$ cat src/rtl/tdm_demux8_pkg.sv
// tdm_demux8_pkg: shared constants and state encoding for the TDM receive path.
// Frame length depends on TDM_DEMUX_PARITY_EN (adds one even-parity slot after the data slots).
`default_nettype none

package tdm_demux8_pkg;

  localparam int NCH  = 8;
  localparam int SELW = 3;

`ifdef TDM_DEMUX_PARITY_EN
  localparam int FRAME_LEN = NCH + 1;
`else
  localparam int FRAME_LEN = NCH;
`endif

  localparam int SLOT_W = $clog2(FRAME_LEN);

  typedef enum logic [1:0] {
    S_HUNT   = 2'd0,
    S_CHECK  = 2'd1,
    S_LOCKED = 2'd2
  } state_t;

endpackage

`default_nettype wire

$ cat src/rtl/tdm_slot_counter.sv
// tdm_slot_counter: modulo-F slot counter with increment enable, clear-to-0,
// load-to-1 and a wrap flag raised while the count sits on the last slot.
`default_nettype none

module tdm_slot_counter #(
  parameter int F = 8,
  parameter int W = 3
) (
  input  logic         clk,
  input  logic         rst,
  input  logic         i_inc,
  input  logic         i_clr,
  input  logic         i_load1,
  output logic [W-1:0] o_cnt,
  output logic         o_wrap
);

  logic [W-1:0] r_cnt;

  assign o_cnt  = r_cnt;
  assign o_wrap = (r_cnt == W'(F - 1));

  always_ff @(posedge clk or posedge rst) begin
    if (rst) begin
      r_cnt <= '0;
    end else if (i_clr) begin
      r_cnt <= '0;
    end else if (i_load1) begin
      r_cnt <= W'(1);
    end else if (i_inc) begin
      r_cnt <= o_wrap ? '0 : r_cnt + W'(1);
    end
  end

endmodule

`default_nettype wire

$ cat src/rtl/tdm_demux8.sv
// tdm_demux8: TDM receive demultiplexer; locks to frame sync and presents 8 channels per frame.
// Optional TDM_DEMUX_PARITY_EN adds an even-parity slot and the par_err output.
`default_nettype none

module tdm_demux8
  import tdm_demux8_pkg::*;
#(
  parameter int LOCK_CNT = 2,
  parameter int LOSS_CNT = 2
) (
  input  logic              clk,
  input  logic              rst,
  input  logic              en,
  input  logic              din,
  input  logic              sync_in,
  output logic [SLOT_W-1:0] slot,
  output logic [NCH-1:0]    y,
  output logic              frame_valid,
  output logic              locked,
  output logic              sync_err
`ifdef TDM_DEMUX_PARITY_EN
  ,
  output logic              par_err
`endif
);

  localparam logic [3:0] LOCK_LIM = 4'(LOCK_CNT);
  localparam logic [3:0] LOSS_LIM = 4'(LOSS_CNT);

  state_t         r_state;
  logic [2:0]     r_good;
  logic [2:0]     r_miss;
  logic [NCH-1:0] r_shadow;
  logic [NCH-1:0] w_shadow_nxt;
  logic           w_at0;
  logic           w_wrap;
  logic           w_fault;
  logic           w_to_hunt;
  logic           w_acquire;
  logic           w_cnt_inc;
  logic [3:0]     w_good_inc;
  logic [3:0]     w_miss_inc;

  assign w_at0      = (slot == '0);
  // A fault is a missing marker at slot 0 or a marker anywhere else.
  assign w_fault    = w_at0 ? ~sync_in : sync_in;
  assign w_good_inc = {1'b0, r_good} + 4'd1;
  assign w_miss_inc = {1'b0, r_miss} + 4'd1;
  assign w_acquire  = en & sync_in & (r_state == S_HUNT);
  assign w_cnt_inc  = en & (r_state != S_HUNT);

  always_comb begin
    w_to_hunt = 1'b0;
    if (en && w_fault) begin
      if (r_state == S_CHECK) begin
        w_to_hunt = 1'b1;
      end else if ((r_state == S_LOCKED) && (w_miss_inc >= LOSS_LIM)) begin
        w_to_hunt = 1'b1;
      end
    end
  end

  always_comb begin
    w_shadow_nxt = r_shadow;
`ifdef TDM_DEMUX_PARITY_EN
    if (slot != SLOT_W'(NCH)) begin
      w_shadow_nxt[slot[SELW-1:0]] = din;
    end
`else
    w_shadow_nxt[slot] = din;
`endif
  end

  tdm_slot_counter #(
    .F (FRAME_LEN),
    .W (SLOT_W)
  ) u_slot_counter (
    .clk     (clk),
    .rst     (rst),
    .i_inc   (w_cnt_inc),
    .i_clr   (w_to_hunt),
    .i_load1 (w_acquire),
    .o_cnt   (slot),
    .o_wrap  (w_wrap)
  );

`ifdef TDM_DEMUX_PARITY_EN
  logic r_par;

  always_ff @(posedge clk or posedge rst) begin
    if (rst) begin
      r_par <= 1'b0;
    end else if (en) begin
      r_par <= w_at0 ? din : (r_par ^ din);
    end
  end
`endif

  always_ff @(posedge clk or posedge rst) begin
    if (rst) begin
      r_state     <= S_HUNT;
      r_good      <= '0;
      r_miss      <= '0;
      r_shadow    <= '0;
      y           <= '0;
      frame_valid <= 1'b0;
      locked      <= 1'b0;
      sync_err    <= 1'b0;
`ifdef TDM_DEMUX_PARITY_EN
      par_err     <= 1'b0;
`endif
    end else begin
      frame_valid <= 1'b0;
      sync_err    <= 1'b0;
`ifdef TDM_DEMUX_PARITY_EN
      par_err     <= 1'b0;
`endif
      if (en) begin
        case (r_state)
          S_HUNT: begin
            if (sync_in) begin
              r_shadow <= w_shadow_nxt;
              r_good   <= 3'd1;
              r_miss   <= '0;
              if (LOCK_LIM == 4'd1) begin
                r_state <= S_LOCKED;
                locked  <= 1'b1;
              end else begin
                r_state <= S_CHECK;
              end
            end
          end
          S_CHECK: begin
            r_shadow <= w_shadow_nxt;
            if (w_fault) begin
              sync_err <= 1'b1;
              r_state  <= S_HUNT;
              r_good   <= '0;
            end else if (w_at0) begin
              r_good <= w_good_inc[2:0];
              if (w_good_inc >= LOCK_LIM) begin
                r_state <= S_LOCKED;
                locked  <= 1'b1;
                r_miss  <= '0;
              end
            end
          end
          S_LOCKED: begin
            r_shadow <= w_shadow_nxt;
            if (w_fault) begin
              sync_err <= 1'b1;
              if (w_to_hunt) begin
                r_state <= S_HUNT;
                locked  <= 1'b0;
                r_miss  <= '0;
                r_good  <= '0;
              end else begin
                r_miss <= w_miss_inc[2:0];
              end
            end else if (w_at0) begin
              r_miss <= '0;
            end
            // Frame completion is independent of the sync bookkeeping above.
            if (w_wrap) begin
`ifdef TDM_DEMUX_PARITY_EN
              if (r_par ^ din) begin
                par_err <= 1'b1;
              end else begin
                y           <= w_shadow_nxt;
                frame_valid <= 1'b1;
              end
`else
              y           <= w_shadow_nxt;
              frame_valid <= 1'b1;
`endif
            end
          end
          default: begin
            r_state <= S_HUNT;
            locked  <= 1'b0;
          end
        endcase
      end
    end
  end

endmodule

`default_nettype wire

$ cat config.mk
export PLATFORM = sky130hd
export DESIGN_NAME = tdm_demux8
export DESIGN_NICKNAME = d
export VERILOG_FILES = /design/src/rtl/tdm_demux8_pkg.sv /design/src/rtl/tdm_slot_counter.sv /design/src/rtl/tdm_demux8.sv
export SDC_FILE = /design/constraint.sdc
export NUM_CORES = 1
export LEC_CHECK = 0
export BUFFER_PORTS_ARGS = -buffer_cell sky130_fd_sc_hd__buf_2
export CAP_MARGIN = 5
export CORE_MARGIN = 2
export CORE_UTILIZATION = 35
export CTS_BUF_LIST = sky130_fd_sc_hd__clkbuf_8
export CTS_CLUSTER_DIAMETER = 80
export DETAILED_ROUTE_END_ITERATION = 12
export PLACE_DENSITY = 0.49
export SETUP_SLACK_MARGIN = 0.1
export SLEW_MARGIN = 25
export SYNTH_ARGS = -nofsm -noshare
export SYNTH_HDL_FRONTEND = slang
export SYNTH_SLANG_ARGS = --single-unit
$ cat constraint.sdc
create_clock -name clk -period 4 [get_ports clk]
set_clock_uncertainty 0.05 [all_clocks]
set_input_delay 1 -clock clk [delete_from_list [all_inputs] [get_ports clk]]
set_output_delay 1 -clock clk [all_outputs]
set_load 0.01 [all_outputs]
=== Yosys cells after proc, flatten, opt, wreduce, memory -nomap -nowiden ===
Index checks and enable logic that the tools add are counted.

* Output and inout port bits: 14
* Flip-flop bits (word level): 30
* Input port bits: 5
* Logic and storage cells: 95

* Reduce and logical (&&, ||, !) cells: 16
* Add/sub/neg operators: 3
* $lt $le $gt $ge: 4
* Equality and inequality tests: 12
* Mux-type cells: 46
* Bitwise operators: 5

{| class="wikitable"
|+ Operators by type and width
! operator !! count
|-
| 3-bit two-way mux || 16
|-
| 3-bit one-hot mux with 3 select lines || 2
|-
| 1-bit two-way mux || 16
|-
| 8-bit one-hot mux with 2 select lines || 1
|-
| 7-bit AND reduction || 2
|-
| 2-bit two-way mux || 6
|-
| 6-bit AND reduction || 2
|-
| 3-bit by 1-bit adder with 4-bit output (second input constant) || 2
|-
| 8-bit bitwise mux || 1
|-
| 4-bit by 2-bit >= comparator with 1-bit output (second input constant) || 2
|-
| 8-bit two-way mux || 1
|-
| 2-bit inequality test (second input constant) || 4
|-
| 3-bit inequality test (second input constant) || 2
|-
| 2-bit one-hot mux with 3 select lines || 1
|-
| 3-bit AND reduction || 2
|-
| 3-bit nonzero test || 2
|-
| 3-bit by 4-bit < comparator with 1-bit output (second input constant) || 1
|-
| 2-bit by 1-bit inequality test with 1-bit output (second input constant) || 2
|-
| 2-bit nonzero test || 2
|-
| 3-bit by 1-bit adder with 3-bit output (second input constant) || 1
|-
| 1-bit bitwise AND || 3
|-
| 1-bit demux with 3-bit select || 1
|-
| 3-bit equality test (second input constant) || 1
|-
| 3-bit by 1-bit >= comparator with 1-bit output (second input constant) || 1
|-
| other kinds (9) || 12
|}

=== Logic depth before layout (Yosys ltp) ===
* Word-level depth: 9
* Gate-level depth with buffers: 10
* Gate-level depth less buffers: 9

=== Modules after synthesis ===
From an unflattened synthesis, not the netlist that was laid out.

* Cell total of the unflattened synthesis: 168
* Area, all modules: 1647.8 sq um

{| class="wikitable"
|+ Modules (own cells, without submodules)
! module !! area an instance (sq um) !! cells an instance !! times used !! sequential area each (sq um)
|-
| tdm_demux8 || 1488.9 || 154 || 1 || 675.6
|-
| tdm_slot_counter || 158.9 || 14 || 1 || 75.1
|}

=== Worst setup path after synthesis ===
Ideal clock, no wire load.

* Path type: input-to-reg
* Start point: in sync_in
* End point: reg r_good[0]
* Arrival: 2.430 ns
* Library setup time: 0.127 ns
* Cell stages on the path: 7
* Data required time: 3.823 ns
* Buffers on the path: 0
* Slack: 1.392 ns
* Cell sequence: inv_1 > ha_1 > nand2_1 > a31o_1 > a221oi_4 > and2b_4 > mux2_1

* Cells in the longest elaborated chain, start to end: 6
* Elaborated cells on any way between the ends: 11
* Those cells by class: eq/ne (4); mux (4); bitwise (1); reduce/logical (2)

{| class="wikitable"
|+ Ends and longest elaborated chain
! what !! RTL line !! text
|-
| from (decl) || tdm_demux8.sv:15 || <nowiki>input logic sync_in,</nowiki>
|-
| 1-bit inverter || tdm_demux8.sv:46 || <nowiki>assign w_fault = w_at0 ? ~sync_in : sync_in;</nowiki>
|-
| 1-bit two-way mux || tdm_demux8.sv:46 ||
|-
| 1-bit logical AND || tdm_demux8.sv:54 || <nowiki>if (en && w_fault) begin</nowiki>
|-
| 1-bit two-way mux || tdm_demux8.sv:54 ||
|-
| 2-bit by 1-bit inequality test with 1-bit output (no line) || n/a ||
|-
| 6-bit AND reduction (no line) || n/a ||
|-
| to (signal assigned) || tdm_demux8.sv:140 || <nowiki>r_good <= w_good_inc[2:0];</nowiki>
|-
| to (decl) || tdm_demux8.sv:31 || <nowiki>logic [2:0] r_good;</nowiki>
|}

Several ways; a longest one is shown, not always the timed one.
A chain may end at the register's enable or synchronous reset.

=== Worst setup path after layout ===
* Start point: reg u_slot_counter.r_cnt[1], in the netlist u_slot_counter.o_cnt[1]
* End point: reg r_good[1]

* Cells in the longest elaborated chain, start to end: 6
* Elaborated cells on any way between the ends: 10
* Those cells by class: eq/ne (3); mux (4); reduce/logical (3)

{| class="wikitable"
|+ Ends and longest elaborated chain
! what !! RTL line !! text
|-
| from (decl) || tdm_slot_counter.sv:18 || <nowiki>logic [W-1:0] r_cnt;</nowiki>
|-
| from (signal assigned) || tdm_slot_counter.sv:31 || <nowiki>r_cnt <= o_wrap ? '0 : r_cnt + W'(1);</nowiki>
|-
| 3-bit logical NOT (*) || tdm_demux8.sv:44 || <nowiki>assign w_at0 = (slot == '0);</nowiki>
|-
| 1-bit two-way mux || tdm_demux8.sv:46 ||
|-
| 1-bit logical AND || tdm_demux8.sv:54 ||
|-
| 1-bit two-way mux || tdm_demux8.sv:54 ||
|-
| 2-bit by 1-bit inequality test with 1-bit output (no line) || n/a ||
|-
| 6-bit AND reduction (no line) || n/a ||
|}

Mark *: on every way between the ends. The rest lies on a longest branch, timed or not.

==> results.md <==
- Core Region: 4661 µm²
- Cts bufs inserted: 5
- F_max: 374.3 MHz
- WP buf/inv: 1
- Wire per inst: 13.12 µm
- DR vias: 1259
- Final Setup Violations: 0
- Max-cap check violation count: 0
- Dpl ws: 1.136 ns
- # H-tree levels: 2
- GPL Wtd Cong: about 0.77
- Die height: 73.01 µm
- CTS Root Buffer Type: clkbuf_8
- Tightest Pin Transition: ~0.6 ns
- Worst Setup EP: r_good[1]
- Seq/Total Area, Yosys: 45.05%
- Unrepaired setup endpoints after global routing: no
- FFs w/ async S/R, synth: 100.0%
- Fillers: 472
- Number of gates resized after CTS: 0
- Die ar.: 5330 µm²
- # DRC: 0
- CP Max Fanout: 12
- Critical Path RT: around 4 ns
- Startpoint Class: flip-flop
- Area growth from synthesis to layout: 12.46%
- Vias per cell: roughly 5.1
- Worst-skew pair later-pin latency: 0.27 ns
- Pre-Repair DR Iteration Count: 4
- Tot GR Track Use: 14.24%
- Critical path class: reg -> reg
- Cell depth of the worst setup path: 9
- Clock-pin slew on the worst setup and hold paths: 0.06 ns
- Site Rows: 25
- Hold Crit Class: reg -> reg
- CTS tree: done
- R2r setup slk: 1.33 ns
- Io pins: 19
- RR Startpoint: u_slot_counter.o_cnt[1]
- Fin nets: 208
- Leading cell type in the layout, fill and taps excluded: dfrtp_1
- Pins Over Slew Limit: 0
- Post-synth top flop: dfrtp_1
- Largest net degree at the start of global routing: 31
- Worst-case reg-to-reg path depth: 9
- Hpwl dp: 2328 µm
- EDFF count, synth: 0
- Most common cell on crit path: ha_1
- PD cells: 648.7 nW/µm²
- Starting DRT DRC Count: 38
- Vias in the first global route: 1266
- LEAKAGE: 0.0009452 µW
- Global route overflow: 0
- Post-Syn Instances: 172
- Setup slack after layout: 1.329 ns
- Fraction of layout cells with a size suffix above 1: 16.75%
- Routed WL: 3215 µm
- Worst path cell trace: inv_1, ha_1, nand2b_1, ha_1, nand2_1, a31o_1, a221oi_4, and2b_4, mux2_1
- Antenna-violating nets left: 0
- Worst slew margin: 59.87%
- Minimum clock period: 2.671 ns
- YS warnings: 0
- Worst Path Arrival: 2.78 ns
- Worst Setup SP: u_slot_counter.o_cnt[1]
- Starting density of the core: a little over a third
- Avg Cell Area, Syn: 9.690 µm²
- Endpoints failing hold: 0
- VDD IR-drop max: 0.2636 mV
- Crit path largest cell delay: between 0.5 and 0.6 ns
- Post-CTS Hold Buffers: 0
- Setup TNS: 0 ns
- Initial antenna violation count: 0
- Synthesized flop and latch total: 30
- PortBufs: 18
- First-pass GRT wire length: 5747 µm
- Bufs on Longest Clock Path: 2
- End of the worst register-to-register path: r_good[1]
- Slowest-stage cell, CP: dfrtp_1
- Area of the mapped netlist: 1667 µm²
- CP endpoint kind: flip-flop
- Status: finished, final reports clean
- CTS Sinks: 30
- Die width: approximately 73 µm
- CP delay by family, top: adder cells
- Antenna cells: 0
- Syn_nets: 189
- Final worst-path cycle share: 66.79%
- Buffers inserted by post-CTS timing repair: 0
- Netlist cell types: 35
- Most frequent cells in the layout: dfrtp_1, nand2_1, buf_2
-- worst min-delay path, stage by stage, from the launching register on --
cell and delay, ns:
dfrtp_1 0.33, nand2_1 0.04, o21ai_0 0.06
-- how the worst min path moves through the flow --
stage	start	end	slack [ns]	cells past startpoint
after global routing	r_shadow[2]	r_shadow[2]	0.45	2
after floorplan	r_shadow[0]	r_shadow[0]	0.40	2
final	y[7]	y[7]	0.43	2
after CTS	y[7]	y[7]	0.43	2
after detailed placement	y[7]	y[7]	0.42	2
after global placement	y[4]	y[4]	0.41	2
-- power breakdown --
group          leakage [µW]  internal (µW)  switching (µW)
Clock             0.0000466            114            99.1
Sequential         0.000401            388            82.7
Combinational      0.000498            231             301
-- Yosys cell counts, drive strengths merged (2+ instances only) --
library cell / number / area (µm²)
nor2: 13 / 48.80
buf: 4 / 22.52
mux2i: 9 / 90.09
or3: 3 / 18.77
o21ai: 15 / 75.07
nor3b: 2 / 20.02
clkbuf: 3 / 11.26
nor2b: 3 / 18.77
nand2: 22 / 82.58
nand3: 6 / 30.03
a221oi: 2 / 35.04
nand2b: 2 / 12.51
nor3: 7 / 35.03
mux2: 8 / 90.08
dfrtp: 30 / 750.7
inv: 12 / 45.04
a21oi: 7 / 35.03
ha: 12 / 150.1
-- routing by layer --
metal  up-vias  routed length (µm)  track usage [%]
li1        621                   -                -
met1       617                1500            17.35
met5         -                   0                0
met2        16                1567            23.32
met3         5                  93            4.144
met4         0                  53            6.173
-- cell type report --
class                      count  area (µm²)  area share [%]
sequential                    30       750.7           40.05
multi-input combinational    123       837.1           44.66
inverter                      12       45.04           2.403
tap                           54       67.56           3.605
clock inverter                 2       7.507          0.4005
timing repair buffer          19       97.59           5.207
clock buffer                   5       68.82           3.672
-- stage by stage --
step | std cells | area [µm²] | hold slack (ns) | util (%) | power [µW]
final | 245 | 1874 | 0.4269 | 40.21 | 1216
after global routing | 245 | 1874 | 0.4531 | 40.21 | 1341
after CTS | 245 | 1874 | 0.4311 | 40.21 | 1241
after detailed placement | 238 | 1798 | 0.4174 | 38.58 | 1015
after global placement | 238 | 1798 | 0.4113 | 38.58 | 1008
after floorplan | 172 | 1667 | 0.3992 | - | 882.8
-- sequential cells by signal, summed over array words and instances (netlist names) --
register              flops
y                         8
locked                    1
u_slot_counter.o_cnt      3
r_shadow                  8
r_miss                    3
sync_err                  1
r_good                    3
r_state                   2
frame_valid               1
-- cell families (layout without fill, tap and decap cells) --
kind of cell	count (synthesis)	in the layout	share of synthesized area [%]
XOR/XNOR	1	1	0.5256
buffers and inverters	19	38	4.729
flip-flops	30	30	45.05
AO/OA/AOI/OAI	31	31	12.09
adder cells (fa/ha/maj)	12	12	9.009
AND/OR/NAND/NOR	62	62	17.79
multiplexers	17	17	10.81
No activity file was read; power rests on OpenSTA's default activity.
